$ cat config.mk
export PLATFORM = sky130hd
export DESIGN_NAME = mem_arbiter
export DESIGN_NICKNAME = d
export VERILOG_FILES = /design/src/rtl/mem_arbiter.sv
export SDC_FILE = /design/constraint.sdc
export NUM_CORES = 1
export LEC_CHECK = 0
export BUFFER_PORTS_ARGS = -buffer_cell sky130_fd_sc_hd__buf_2
export CORE_UTILIZATION = 34
export CTS_CLUSTER_SIZE = 10
export DETAILED_ROUTE_END_ITERATION = 7
export HOLD_SLACK_MARGIN = 0.08
export PLACE_DENSITY = 0.75
export SLEW_MARGIN = 5
export SYNTH_ARGS = -nofsm -noshare
export SYNTH_HDL_FRONTEND = slang
export SYNTH_SLANG_ARGS = --single-unit
$ cat constraint.sdc
create_clock -name clk -period 5.42 [get_ports clk]
set_input_delay 1.084 -clock clk [delete_from_list [all_inputs] [get_ports clk]]
set_output_delay 1.084 -clock clk [all_outputs]
set_load 0.01 [all_outputs]
$ cat src/rtl/mem_arbiter.sv
// Main-memory port arbiter between the I-cache and D-cache miss paths.
// Grants one cache per transaction, forwards its strobes and routes read returns back to it.
module mem_arbiter #(
    parameter int MEM_LAT = 4,
    parameter int CNT_W   = 3
) (
    input  logic        clk,
    input  logic        rst,
    input  logic        i_req,
    input  logic        i_rd,
    input  logic [15:0] i_addr,
    input  logic        d_req,
    input  logic        d_rd,
    input  logic        d_wr,
    input  logic [15:0] d_addr,
    input  logic [15:0] d_wdata,
    input  logic        mem_data_valid,
    output logic [15:0] mem_addr,
    output logic        mem_enable,
    output logic        mem_wr,
    output logic [15:0] mem_wdata,
    output logic        i_grant,
    output logic        d_grant,
    output logic        i_data_valid,
    output logic        d_data_valid,
    output logic        arb_busy
);

    typedef enum logic [1:0] {IDLE, GNT_I, GNT_D, DRAIN} state_t;

    state_t           state, state_nxt;
    logic             owner_d, owner_d_nxt;   // 1: D-cache owns the port
    logic             last_d, last_d_nxt;     // 1: D-cache was the last owner
    logic [CNT_W-1:0] cnt, cnt_nxt;
    logic             rd_issue;
    logic             ret;

    always_ff @(posedge clk or posedge rst) begin
        if (rst) begin
            state   <= IDLE;
            owner_d <= 1'b0;
            last_d  <= 1'b0;
            cnt     <= '0;
        end else begin
            state   <= state_nxt;
            owner_d <= owner_d_nxt;
            last_d  <= last_d_nxt;
            cnt     <= cnt_nxt;
        end
    end

    always_comb begin
        state_nxt   = state;
        owner_d_nxt = owner_d;
        last_d_nxt  = last_d;
        cnt_nxt     = cnt;

        // Issue and return together cancel; saturate so the count stays in [0, MEM_LAT].
        if (rd_issue && !ret) begin
            if (cnt != CNT_W'(MEM_LAT))
                cnt_nxt = cnt + CNT_W'(1);
        end else if (!rd_issue && ret) begin
            cnt_nxt = cnt - CNT_W'(1);
        end

        case (state)
            IDLE: begin
                if (i_req && d_req) begin
                    owner_d_nxt = ~last_d;
                    state_nxt   = last_d ? GNT_I : GNT_D;
                end else if (i_req) begin
                    owner_d_nxt = 1'b0;
                    state_nxt   = GNT_I;
                end else if (d_req) begin
                    owner_d_nxt = 1'b1;
                    state_nxt   = GNT_D;
                end
            end
            GNT_I: begin
                if (!i_req) begin
                    if (cnt == '0) begin
                        state_nxt  = IDLE;
                        last_d_nxt = 1'b0;
                    end else begin
                        state_nxt  = DRAIN;
                    end
                end
            end
            GNT_D: begin
                if (!d_req) begin
                    if (cnt == '0) begin
                        state_nxt  = IDLE;
                        last_d_nxt = 1'b1;
                    end else begin
                        state_nxt  = DRAIN;
                    end
                end
            end
            DRAIN: begin
                if (cnt_nxt == '0) begin
                    state_nxt  = IDLE;
                    last_d_nxt = owner_d;
                end
            end
            default: state_nxt = IDLE;
        endcase
    end

    always_comb begin
        mem_enable = 1'b0;
        mem_wr     = 1'b0;
        mem_addr   = '0;
        mem_wdata  = '0;
        case (state)
            GNT_I: begin
                mem_enable = i_req & i_rd;
                mem_addr   = i_addr;
                mem_wdata  = d_wdata;
            end
            GNT_D: begin
                // A simultaneous read is dropped in favour of the write.
                mem_enable = d_req & (d_rd | d_wr);
                mem_wr     = d_req & d_wr;
                mem_addr   = d_addr;
                mem_wdata  = d_wdata;
            end
            default: ;
        endcase

        rd_issue     = mem_enable & ~mem_wr;
        ret          = mem_data_valid & (cnt != '0);
        i_grant      = (state == GNT_I) | ((state == DRAIN) & ~owner_d);
        d_grant      = (state == GNT_D) | ((state == DRAIN) &  owner_d);
        i_data_valid = ret & i_grant;
        d_data_valid = ret & d_grant;
        arb_busy     = (state != IDLE);
    end

endmodule

**After elaboration in Yosys (flattened, before gate mapping)**

Index checks and enable logic that the tools add are counted.
Widths: inputs -> output; s select.

- Register bits after elaboration: 7
- Logic and storage cells: 72

- Bitwise logic cells: 15
- Muxes and demuxes: 25
- Add/sub/neg operators: 2
- Reductions and logical operators: 16
- Equal/unequal tests: 10

Operators by type and width:

| operator | count |
|---|---|
| $pmux 16 s2 | 1 |
| $mux 16 | 1 |
| $mux 2 | 8 |
| $ne 2x2->1 const B | 5 |
| $and 1x1->1 | 9 |
| $mux 1 | 9 |
| $mux 3 | 3 |
| $reduce_bool 3->1 | 3 |
| $pmux 2 s4 | 1 |
| $logic_not 3->1 | 2 |
| $reduce_and 6->1 | 1 |
| $eq 2x2->1 const B | 2 |
| $ne 4x4->1 const B | 1 |
| $reduce_and 4->1 | 1 |
| $add 3x1->3 const B | 1 |
| $logic_and 1x1->1 | 3 |
| $ne 3x3->1 const B | 1 |
| $not 1->1 | 3 |
| $or 1x1->1 | 3 |
| $pmux 1 s3 | 1 |
| $sub 3x1->3 const B | 1 |
| $eq 2x1->1 const B | 1 |
| $logic_not 1->1 | 2 |
| $logic_not 2->1 | 1 |
| 4 further kinds | 4 |

**Longest topological paths before layout**

- Depth in word-level cells: 11
- Gate-level depth with buffers: 9
- Depth with buffers taken out: 9

**Worst setup path after synthesis**

No wires, ideal clock.

- Kind: input to register
- Start point: input i_req
- End point: register state[1]
- Library setup time: 0.120 ns
- Arrival time: 2.630 ns
- Setup slack: 2.671 ns
- Cell stages on the path: 7
- Path through: and3_1 o211ai_2 a211oi_1 or4_4 o31ai_4 a21oi_1 a31o_1

- Longest elaborated chain between the ends: 10
- Elaborated cells between the ends (all ways): 17
- Those cells by class: 3 x eq/ne; 6 x mux; 2 x bitwise; 6 x reduce/logical

Ends and longest elaborated chain:

| what | RTL line | source |
|---|---|---|
| from (decl) | 9 | `input logic i_req,` |
| $and 1x1->1 (*) | 116 | `mem_enable = i_req & i_rd;` |
| $pmux 1 s2 (*) | 114 | `case (state)` |
| $and 1x1->1 (*) | 130 | `rd_issue = mem_enable & ~mem_wr;` |
| $logic_not 1->1 | 62 | `end else if (!rd_issue && ret) begin` |
| $logic_and 1x1->1 | 62 |  |
| $mux 3 | 62 |  |
| $mux 3 (*) | 59 | `if (rd_issue && !ret) begin` |
| named net cnt_nxt[0] | 34 | `logic [CNT_W-1:0] cnt, cnt_nxt;` |
| $logic_not 3->1 (*) | 100 | `if (cnt_nxt == '0) begin` |
| $ne 2x2->1 (no line) (*) | -- |  |
| $reduce_and 4->1 (no line) (*) | -- |  |
| to (signal assigned) | 45 | `state <= state_nxt;` |
| to (decl) | 31 | `state_t state, state_nxt;` |

The timed path passes the listed nets; every way through them passes the cells marked *.
A chain may end at the register's enable or synchronous reset.

**Worst setup path in the final report**

- Start point: register state[0]
- End point: output mem_enable

- Longest elaborated chain between the ends: 2
- Elaborated cells between the ends (all ways): 3
- Those cells by class: 2 x eq/ne; 1 x mux

Ends and longest elaborated chain:

| what | RTL line | source |
|---|---|---|
| $eq 2x2->1 / $eq 2x1->1 (equally long branches) | 114 |  |
| $pmux 1 s2 (*) | 114 |  |
| to (decl) | 19 | `output logic mem_enable,` |

Mark *: on every way between the ends. The rest lies on a longest branch, timed or not.

==> flow_summary.yaml <==
run_status:
  status: "complete, no violations"
logic_synthesis:
  yosys_warnings: 0
  ys_seq_area_frac: 0.174
  synth-seq-cells: 7
  synth_area_mm2: 0.00101
  ys_types: 40
  syn_area_per_cell_um2: 7.25
  syn_nets: 202
  synth_cells: 139
detailed_routing:
  finalWirelength_mm: 3.14
  initialDrtViolationCount: 61
  route.detailed.drc: 0
  viasPerCell: 5.12
  ant_nets: 0
  dr.pass1.iters: 4
  num_vias: 1331
  wl_per_cell_um: 12.1
timing:
  min_period_over_period: 0.616
  hold_violations: 0
  skew_ns: 0.000938
  fin_tns_setup_ns: 0
  worst_slack_ns: 2.08
  slew_violations: 0
  slew_headroom: 0.506
  max_freq_mhz: 300
  fin_hold_ws_ns: 0.590
  min_period_ns: 3.34
  worst_pin_slew_ns: 0.741
  setup_viol: 0
  grt_setup_unrepaired: "no"
finish:
  multi_input_area_um2: 756
  drive_above_1_share: 0.454
  finalInstanceArea_mm2: 0.00151
  n_fill_cell: 290
  finalCoreUtilization: 0.543
  area_growth_pct: 50.1
  nNetsFinal: 293
  seqCellArea_um2: 175
  diodes: 0
  instances_no_fill: 260
setup_path:
  crit_type: "reg2out"
  crit_chain: "inv_1 -> ha_1 -> clkinv_1 -> a21oi_1 -> buf_2"
  cp_slowest_cell: "ha_1"
  cp_data_arrival_time_ns: 2.25
  cp-start-kind: "flop"
  critPathCaptureType: "primary output"
  required_ns: 4.34
  max_stage_delay_ns: 0.60
  cp_max_fo: 21
die:
  start_util: 0.362
  rows: 19
  fp.dieW_um: 56.4
  dieArea_mm2: 0.00318
  ios: 95
  die_y_um: 56.4
  core_area_mm2: 0.00278
placed_design:
  port_buffers: 94
  dp_cells: 256
  detailed_place_hpwl_mm: 2.59
  post-place-ws_ns: 2.35
  dpl_cell_area_mm2: 0.00149
  gp_congestion: 0.784
pwr:
  p_switching_uw: 457
  power_density_mw_per_mm2: 566
  clkPwrFrac: 0.054
  intPower_uw: 398
  leakage_nw: 0.847
  power_frac_seq: 0.128
  power_uw: 855
  peakVddDrop_v: 0.000408
  switching_share: 0.535
  p_comb_frac: 0.818
grt:
  grt_util_all_layers: 0.193
  grt_start_max_net_pins: 23
  grt-ovfl-total: 0
  grt_antenna_before_repair: 0
  grt_pass1_vias: 1085
  grt_pass1_wl_mm: 5.06
cts:
  clock_latency_ns: 0.25
  clockRootBuffer: "clkbuf_4"
  clk_pin_slew_worst_paths_ns: 0.05
  post_cts_resized: 0
  cts_tree: "yes"
  cts_made_buffers: 3
  htreeDepth: 1
  hold_buffers: 0
  cts_setup_buffers: 0
  cts.sinks: 7
  clockBufferDepth: 2
flow_run:
  max_cap_viol_count: 0
worst_hold_path:
  min_path_type: "reg2reg"
==> cells in the final DEF (no fill, tap or decap), drive strengths merged, types with 3 or more instances in the layout <==
cell and n:
a211oi 4, a21oi 8, a22oi 17, and2 16
buf 94, clkbuf 4, dfrtp 7, ha 7
inv 11, nand2 6, nand3 5, nor2 21
o21ai 3
==> kinds of logic (layout without fill, tap and decap cells) <==
| logic type | count (synthesis) | in the layout | synth area share |
|---|---|---|---|
| simple gates | 57 | 57 | 0.294 |
| compound gates | 47 | 47 | 0.359 |
| flops | 7 | 7 | 0.174 |
| fa+ha+maj | 7 | 7 | 0.0870 |
| mux | 1 | 1 | 0.00994 |
| buf+inv | 20 | 110 | 0.0758 |
==> worst paths after layout <==
kind,from,endpoint,slack [ns],cells after the start
min,owner_d,owner_d,0.59,2
max in group asynchronous,rst,cnt[1],4.46,2
max,state[0],mem_enable,2.08,5
min reg2reg,owner_d,owner_d,0.59,2
min in group asynchronous,rst,cnt[2],0.75,2
max reg2reg,state[0],state[1],2.39,9
==> final cells by class <==
type / instances / area share
repair buffers: 94 / 0.311
multi-input cells: 112 / 0.500
well taps: 31 / 0.0257
clock buffers: 4 / 0.0174
inverters: 12 / 0.0298
flip-flops and latches: 7 / 0.116
==> cells in the mapped netlist <==
| library cell | number | area, um^2 |
|---|---|---|
| a211oi_1 | 4 | 30.0 |
| a21boi_0 | 1 | 7.51 |
| a21o_1 | 1 | 7.51 |
| a21oi_1 | 8 | 40.0 |
| a22o_1 | 1 | 8.76 |
| a22oi_1 | 17 | 128 |
| a311o_1 | 1 | 10.0 |
| a31o_1 | 1 | 8.76 |
| a31oi_1 | 1 | 6.26 |
| a41oi_1 | 1 | 8.76 |
| and2_1 | 16 | 100 |
| and3_1 | 1 | 6.26 |
| and3_4 | 1 | 11.3 |
| buf_1 | 2 | 7.51 |
| buf_2 | 1 | 5.00 |
| clkbuf_1 | 5 | 18.8 |
| clkinv_1 | 1 | 3.75 |
| dfrtp_1 | 7 | 175 |
| ha_1 | 7 | 87.6 |
| inv_1 | 11 | 41.3 |
| mux2i_1 | 1 | 10.0 |
| nand2_1 | 6 | 22.5 |
| nand2b_1 | 1 | 6.26 |
| nand3_1 | 5 | 25.0 |
| nand3b_1 | 1 | 7.51 |
| nor2_1 | 21 | 78.8 |
| nor2b_1 | 1 | 6.26 |
| nor4_1 | 1 | 6.26 |
| o2111ai_1 | 1 | 8.76 |
| o211a_1 | 1 | 10.0 |
| o211a_4 | 1 | 17.5 |
| o211ai_1 | 1 | 7.51 |
| o211ai_2 | 1 | 12.5 |
| o21ai_0 | 3 | 15.0 |
| o22ai_1 | 1 | 6.26 |
| o31ai_1 | 1 | 7.51 |
| o31ai_4 | 1 | 21.3 |
| or2_2 | 1 | 6.26 |
| or2b_2 | 1 | 8.76 |
| or4_4 | 1 | 11.3 |
==> critical path, delay by kind of cell, from the launching register on <==
kind	cells	cell delay, ns
DFF	1	0.41
buffers and inverters	3	0.75
AOI/OAI and AO/OA	1	0.24
adders and majority gates	1	0.60
==> routing by layer <==
layer	track usage	wire length, um	vias up
met1	0.239	1230	583
met4	0.0314	13	0
li1	-	-	684
met2	0.345	1630	62
met3	0.0438	269	2
met5	0	0	-
==> power by group through the flow <==
stage	clock network, mW	logic [mW]	registers [mW]
floorplan	0	0.496	0.102
global route	0.0523	0.779	0.114
global placement	0	0.699	0.108
finish	0.0459	0.700	0.110
detailed placement	0	0.702	0.109
CTS	0.0480	0.704	0.109
==> registers in the layout (all words and copies together) (netlist names) <==
register	count
last_d	1
owner_d	1
cnt	3
state	2
Note: power is estimated with default switching activity, not from simulation.
